File: config.mk
export PLATFORM = sky130hd
export DESIGN_NAME = sprite_line_eval
export DESIGN_NICKNAME = d
export VERILOG_FILES = /design/src/rtl/sprite_line_eval_pkg.sv /design/src/rtl/sprite_line_eval_spr_row_shifter.sv /design/src/rtl/sprite_line_eval.sv
export SDC_FILE = /design/constraint.sdc
export NUM_CORES = 1
export LEC_CHECK = 0
export BUFFER_PORTS_ARGS = -buffer_cell sky130_fd_sc_hd__buf_4
export CORE_MARGIN = 4
export CORE_UTILIZATION = 38
export DETAILED_ROUTE_END_ITERATION = 10
export PLACE_DENSITY = 0.61
export SYNTH_ARGS = -nofsm -noshare
export SYNTH_HDL_FRONTEND = slang
export SYNTH_SLANG_ARGS = --single-unit
File: constraint.sdc
create_clock -name clk -period 3.2 [get_ports clk]
set_clock_uncertainty 0.2 [all_clocks]
set_input_delay 0.48 -clock clk [delete_from_list [all_inputs] [get_ports clk]]
set_output_delay 0.48 -clock clk [all_outputs]
set_load 0.005 [all_outputs]
File: src/rtl/sprite_line_eval_pkg.sv
// sprite_line_eval_pkg: constants and helpers shared by the sprite line
// evaluator, the line buffer and the compositor. Covers the FSM state
// encodings, the visible line width, the lb_wrdata field layout and the
// pixel nibble ordering inside a 32-bit VRAM pattern word.
// The optional per-line sprite limit is enabled by defining the
// macro SPRITE_LINE_LIMIT_EN (see sprite_line_eval.sv).
package sprite_line_eval_pkg;

    localparam int NUM_SPR = 64;   // attribute entries scanned per line
    localparam int MAX_SPR = 16;   // sprites rendered per line when limited
    localparam int LINE_W  = 320;  // visible width; x >= LINE_W is dropped

    localparam logic [5:0] LAST_SPR = 6'(NUM_SPR - 1);

    localparam logic [2:0] ST_IDLE   = 3'd0;
    localparam logic [2:0] ST_SCAN   = 3'd1;
    localparam logic [2:0] ST_FETCH  = 3'd2;
    localparam logic [2:0] ST_RENDER = 3'd3;
    localparam logic [2:0] ST_DONE   = 3'd4;

    // Pixel p of a pattern word lives in bits [31-4p -: 4]; pixel 0 is leftmost.
    function automatic logic [3:0] pixel_nibble(input logic [31:0] row,
                                                input logic [2:0]  p);
        return row[5'd31 - {p, 2'b00} -: 4];
    endfunction

    // Line buffer word: {priority, palette[1:0], color[3:0]}.
    function automatic logic [6:0] lb_pack(input logic       priority_flag,
                                           input logic [1:0] palette,
                                           input logic [3:0] color);
        return {priority_flag, palette, color};
    endfunction

endpackage

File: src/rtl/sprite_line_eval_spr_row_shifter.sv
// spr_row_shifter: holds one fetched 8-pixel pattern row and steps through
// it one pixel per cycle, honouring horizontal flip. Reports the screen
// pixel offset being produced and flags the eighth pixel.
module spr_row_shifter
    import sprite_line_eval_pkg::*;
(
    input  logic        clk,
    input  logic        reset,
    input  logic        load,
    input  logic [31:0] data,
    input  logic        advance,
    input  logic        hflip,
    output logic [3:0]  nibble,
    output logic [2:0]  pix,
    output logic        last
);

    logic [31:0] row;
    logic [2:0]  cnt;

    // Capture a new pattern row, or step to the next screen pixel.
    always_ff @(posedge clk or negedge reset) begin
        if (!reset) begin
            // NOTE: the row data is reset along with the counter so the nibble output is never X after power-up.
            row <= '0;
            cnt <= '0;
        end else if (load) begin
            // NOTE: clocked state uses non-blocking assignment so every register samples pre-edge values.
            row <= data;
            cnt <= '0;
        end else if (advance) begin
            cnt <= cnt + 3'd1;
        end
    end

    // With hflip the screen pixel p comes from source pixel 7-p (~p on 3 bits).
    assign nibble = pixel_nibble(row, hflip ? ~cnt : cnt);
    assign pix    = cnt;
    assign last   = (cnt == 3'd7);

endmodule

File: src/rtl/sprite_line_eval.sv
// sprite_line_eval: per-scanline sprite evaluator and renderer. Scans all
// 64 attribute entries for the next line, fetches the 4bpp pattern row of
// each hitting sprite from VRAM and writes its opaque, on-screen pixels to
// the sprite line buffer (which keeps the first write per x).
// Optional feature macro: SPRITE_LINE_LIMIT_EN caps rendering at MAX_SPR
// sprites per line and raises spr_overflow; undefined, every hit renders.
module sprite_line_eval
    import sprite_line_eval_pkg::*;
(
    input  logic        clk,
    input  logic        reset,
    input  logic        line_start,
    input  logic [7:0]  line_num,
    output logic        busy,
    output logic [5:0]  spr_sel,
    input  logic [8:0]  spr_x,
    input  logic [7:0]  spr_y,
    input  logic [9:0]  spr_idx,
    input  logic        spr_priority,
    input  logic [1:0]  spr_palette,
    input  logic        spr_h16,
    input  logic        spr_vflip,
    input  logic        spr_hflip,
    output logic [12:0] vram_addr,
    output logic        vram_req,
    input  logic        vram_ack,
    input  logic [31:0] vram_rddata,
    output logic [8:0]  lb_addr,
    output logic [6:0]  lb_wrdata,
    output logic        lb_wren,
    output logic        spr_overflow
);

    logic [2:0] state;
    logic [7:0] line_reg;
    logic [8:0] x_reg;
    logic       pri_reg;
    logic [1:0] pal_reg;
    logic       hflip_reg;

    logic [7:0] dy;
    logic       hit;
    logic [3:0] row;
    logic [9:0] tile;
    logic [9:0] px;
    logic [3:0] nibble;
    logic [2:0] pix;
    logic       last;
    logic       at_limit;

    // Hit test and pattern row selection for the entry on spr_sel, plus the
    // 10-bit screen x of the pixel being rendered (no wrap past 511).
    always_comb begin
        // NOTE: every signal here is assigned on every path, so no latch can be inferred.
        dy   = line_reg - spr_y;
        hit  = spr_h16 ? (dy < 8'd16) : (dy < 8'd8);
        row  = spr_vflip ? ((spr_h16 ? 4'd15 : 4'd7) - dy[3:0]) : dy[3:0];
        tile = spr_idx + {9'd0, row[3]};
        px   = {1'b0, x_reg} + {7'd0, pix};
    end

    spr_row_shifter u_shifter (
        .clk     (clk),
        .reset   (reset),
        .load    ((state == ST_FETCH) && vram_ack && !line_start),
        .data    (vram_rddata),
        .advance ((state == ST_RENDER) && !line_start),
        .hflip   (hflip_reg),
        .nibble  (nibble),
        .pix     (pix),
        .last    (last)
    );

    // Main sequencer: scan, fetch, render; line_start restarts from any state.
    always_ff @(posedge clk or negedge reset) begin
        if (!reset) begin
            state     <= ST_IDLE;
            busy      <= 1'b0;
            spr_sel   <= '0;
            line_reg  <= '0;
            x_reg     <= '0;
            pri_reg   <= 1'b0;
            pal_reg   <= '0;
            hflip_reg <= 1'b0;
            vram_req  <= 1'b0;
            vram_addr <= '0;
            lb_wren   <= 1'b0;
            lb_addr   <= '0;
            lb_wrdata <= '0;
        end else begin
            lb_wren <= 1'b0;
            if (line_start) begin
                line_reg <= line_num;
                spr_sel  <= '0;
                busy     <= 1'b1;
                vram_req <= 1'b0;
                state    <= ST_SCAN;
            end else begin
                case (state)
                    ST_IDLE: begin
                    end
                    ST_SCAN: begin
                        if (hit && at_limit) begin
                            state <= ST_DONE;
                        end else if (hit) begin
                            x_reg     <= spr_x;
                            pri_reg   <= spr_priority;
                            pal_reg   <= spr_palette;
                            hflip_reg <= spr_hflip;
                            vram_addr <= {tile, row[2:0]};
                            vram_req  <= 1'b1;
                            state     <= ST_FETCH;
                        end else begin
                            spr_sel <= spr_sel + 6'd1;
                            if (spr_sel == LAST_SPR) begin
                                state <= ST_DONE;
                            end
                        end
                    end
                    ST_FETCH: begin
                        if (vram_ack) begin
                            vram_req <= 1'b0;
                            state    <= ST_RENDER;
                        end
                    end
                    ST_RENDER: begin
                        lb_wren   <= (nibble != 4'd0) && (px < 10'(LINE_W));
                        lb_addr   <= px[8:0];
                        lb_wrdata <= lb_pack(pri_reg, pal_reg, nibble);
                        if (last) begin
                            spr_sel <= spr_sel + 6'd1;
                            state   <= (spr_sel == LAST_SPR) ? ST_DONE : ST_SCAN;
                        end
                    end
                    ST_DONE: begin
                        busy  <= 1'b0;
                        state <= ST_IDLE;
                    end
                    default: begin
                        state <= ST_IDLE;
                    end
                endcase
            end
        end
    end

`ifdef SPRITE_LINE_LIMIT_EN
    logic [4:0] count;

    assign at_limit = (count == 5'(MAX_SPR));

    // Rendered-sprite count and sticky overflow flag for the current line.
    always_ff @(posedge clk or negedge reset) begin
        if (!reset) begin
            count        <= '0;
            spr_overflow <= 1'b0;
        end else if (line_start) begin
            count        <= '0;
            spr_overflow <= 1'b0;
        end else if ((state == ST_SCAN) && hit && at_limit) begin
            spr_overflow <= 1'b1;
        end else if ((state == ST_RENDER) && last) begin
            count <= count + 5'd1;
        end
    end
`else
    assign at_limit     = 1'b0;
    assign spr_overflow = 1'b0;
`endif

endmodule

==> out/metrics.yaml <==
ys_types: 49
path_class: "flop to flop"
die_w_um: 121
gp_congestion: 0.803
hold_violations: 2
dieArea_um2: 14700
startpoint: "line_reg[4]$_DFFE_PN0P_"
cts_resized: 0
synth_top_area_share_pct: 49.9
synth.area.top_cells: "dfrtp_1 (50%), mux2_2 (14%), ha_1 (4.1%)"
grt_antenna_before_repair: 0
viasPerCell: 4.89
layout.nets: 617
synth_top_cell_by_area: "dfrtp_1"
status: "finished with violations"
period_share_pct: 89.6
largest-register: "u_shifter.row"
tightest_slew_ns: 0.802
synthMuxAreaShare_pct: 18.9
synth-edff-count: 0
ant_nets: 0
largest_reg_flops: 32
drt_pre_antenna_iters: 4
synthesis.nets: 502
ir_drop_mv: 0.217
crit_path_max_fanout: 42
slew_headroom_pct: 46.5
rsz0062_at_grt: "no"
hp-class: "input port to asynchronous set/reset pin"
boundaryPins: 116
post_synth.cell_area_avg_um2: 11.9
grt_max_degree: 60
yosys.area_share.simple_pct: 10.3
top_regs: "u_shifter.row x32, vram_addr x13"
r2r_start: "line_reg[4]$_DFFE_PN0P_"
core_area_um2: 12600
synthCells: 407
drive_gt1_share_pct: 41.4
start_util_pct: 38.7
grt_pass1_vias: 3639
p_leak_nw: 2.97
drtIter0Drc: 205
h-tree-depth: 3
track_usage_pct: 15.1
hold_buffers: 0
post_cts_buffers: 0
fin_crit_ns: 2.87
antenna_cells: 0
clk_path_buf_depth: 2
drv_cap: 0
setup_tns_ns: 0
wl_per_cell_um: 15.0
async_reset_ff_share_pct: 100
synth-compound-area-share_pct: 7.95
synthAdderAreaFrac_pct: 4.94
rrSetupSlack_ns: 0.33
crit_path_end_kind: "flop"
cts_root_buf: "clkbuf_16"
clock.fmax_ghz: 0.349
critPathRequiredTime_ns: 3.24
synth_xor_area_share_pct: 4.84
start_kind: "flop"
finalSetupViolCount: 0
cts_made_buffers: 9
timing.rr.end: "vram_addr[6]$_DFFE_PN0P_"
slew_violations: 0
clkSinkCount: 97
synth_area_um2: 4860
wl_mm: 10.5
post-place-ws_ns: 0.127
syn_to_final_growth_pct: 28.2
final_common_cell: "buf_4"
cp_data_arrival_time_ns: 2.90
clock_latency_ns: 0.35
drc_errors: 0
die_y_um: 121
cts_tree: "done"
rr_worst_depth: 7
grt_overflow: 0
grt_pass1_wl_mm: 17.4
violations: "negative hold slack"
dp_hpwl_mm: 7.76
p_per_area_nw_per_um2: 619
ys_seq_area_share_pct: 49.9
ys_seq_elements: 97
setup_ws_ns: 0.333
final_cell_mix: "buf_4 (118), dfrtp_1 (97), mux2_2 (61)"
total_power_w: 0.00386
synth_top_family_by_area: "multiplexers"
rows: 41
synth_warnings: 0
fillers: 1143
synth_ff_type: "dfrtp_1"
portBuffers: 114
worstSetupEndpoint: "vram_addr[6]$_DFFE_PN0P_"
num_vias: 3415
clk_pin_slew_worst_paths_ns: 0.07
whs_ns: -0.0144
-- where the power goes --
part           switching, W  internal [W]
registers          0.000173       0.00146
logic              0.000431      0.000590
clock network      0.000505      0.000693
-- layer usage --
metal / GRT usage, % / share of wire, % / vias up
met3: 3.36 / 4.1 / 12
met2: 25.7 / 50 / 65
met5: 0 / 0 / -
met1: 19.0 / 44 / 1670
li1: - / - / 1668
met4: 5.10 / 1.6 / 0
-- how the worst min path moves through the flow --
stage	slack [ns]	cells past startpoint	to
after CTS	0.04	1	line_reg[2]$_DFFE_PN0P_
after floorplan	-0.02	0	busy$_DFFE_PN0P_
after global placement	0.25	2	lb_wrdata[6]$_DFFE_PN0P_
final	-0.01	1	line_reg[2]$_DFFE_PN0P_
after global routing	0.09	1	line_reg[2]$_DFFE_PN0P_
after detailed placement	0.25	2	lb_wrdata[6]$_DFFE_PN0P_
-- final cells by class --
class	instances	area (um2)	share of cell area (%)
multi-input cells	281	2290	36.7
clock inverters	7	104	1.67
clock buffers	9	225	3.61
repair buffers	120	926	14.9
inverters	13	48.8	0.783
flip-flops and latches	97	2430	38.9
well taps	172	215	3.45
-- cell families (layout without fill, tap and decap cells) --
logic type / after synthesis / after routing
xor gates and xnor gates: 26 / 26
DFF: 97 / 97
and+or+nand+nor: 104 / 104
buffers and inverters: 29 / 149
other: 1 / 1
muxes: 74 / 74
AOI/OAI and AO/OA: 58 / 58
adders and majority gates: 18 / 18
-- cells in the mapped netlist, types with 2 or more instances --
library cell and n:
xor2_1 9, and3b_1 2, mux2_2 61, a21oi_2 3, nand4_1 4, a211oi_1 2
mux4_2 8, inv_1 13, nand2_1 45, a21o_1 3, mux2i_1 5, nand3b_1 4
nand2b_1 2, a2bb2oi_1 2, xnor2_1 16, nor2_1 17, buf_6 3, nor2b_1 3
ha_1 16, and3_1 4, dfrtp_1 97, nor3_1 6, nand3_1 9, o21ai_0 23
or3_2 3, a211o_2 2, clkbuf_1 10, a21oi_1 13, fa_1 2
-- per-stage QoR --
step	utilization [%]	instance area, um2	instances
final	49.6	6230	699
after global routing	49.6	6230	699
after CTS	49.6	6230	699
after detailed placement	47.0	5900	683
after global placement	47.0	5900	683
after floorplan	-	4860	407
-- critical path: stages, from the launching register on --
cell	delay, ns
dfrtp_1	0.38
ha_1	0.35
a21oi_1	0.24
o21ai_0	0.15
or3_4	0.37
a2111oi_4	0.41
buf_12	0.27
mux2_2	0.36
Note: power is estimated with default switching activity, not from simulation.
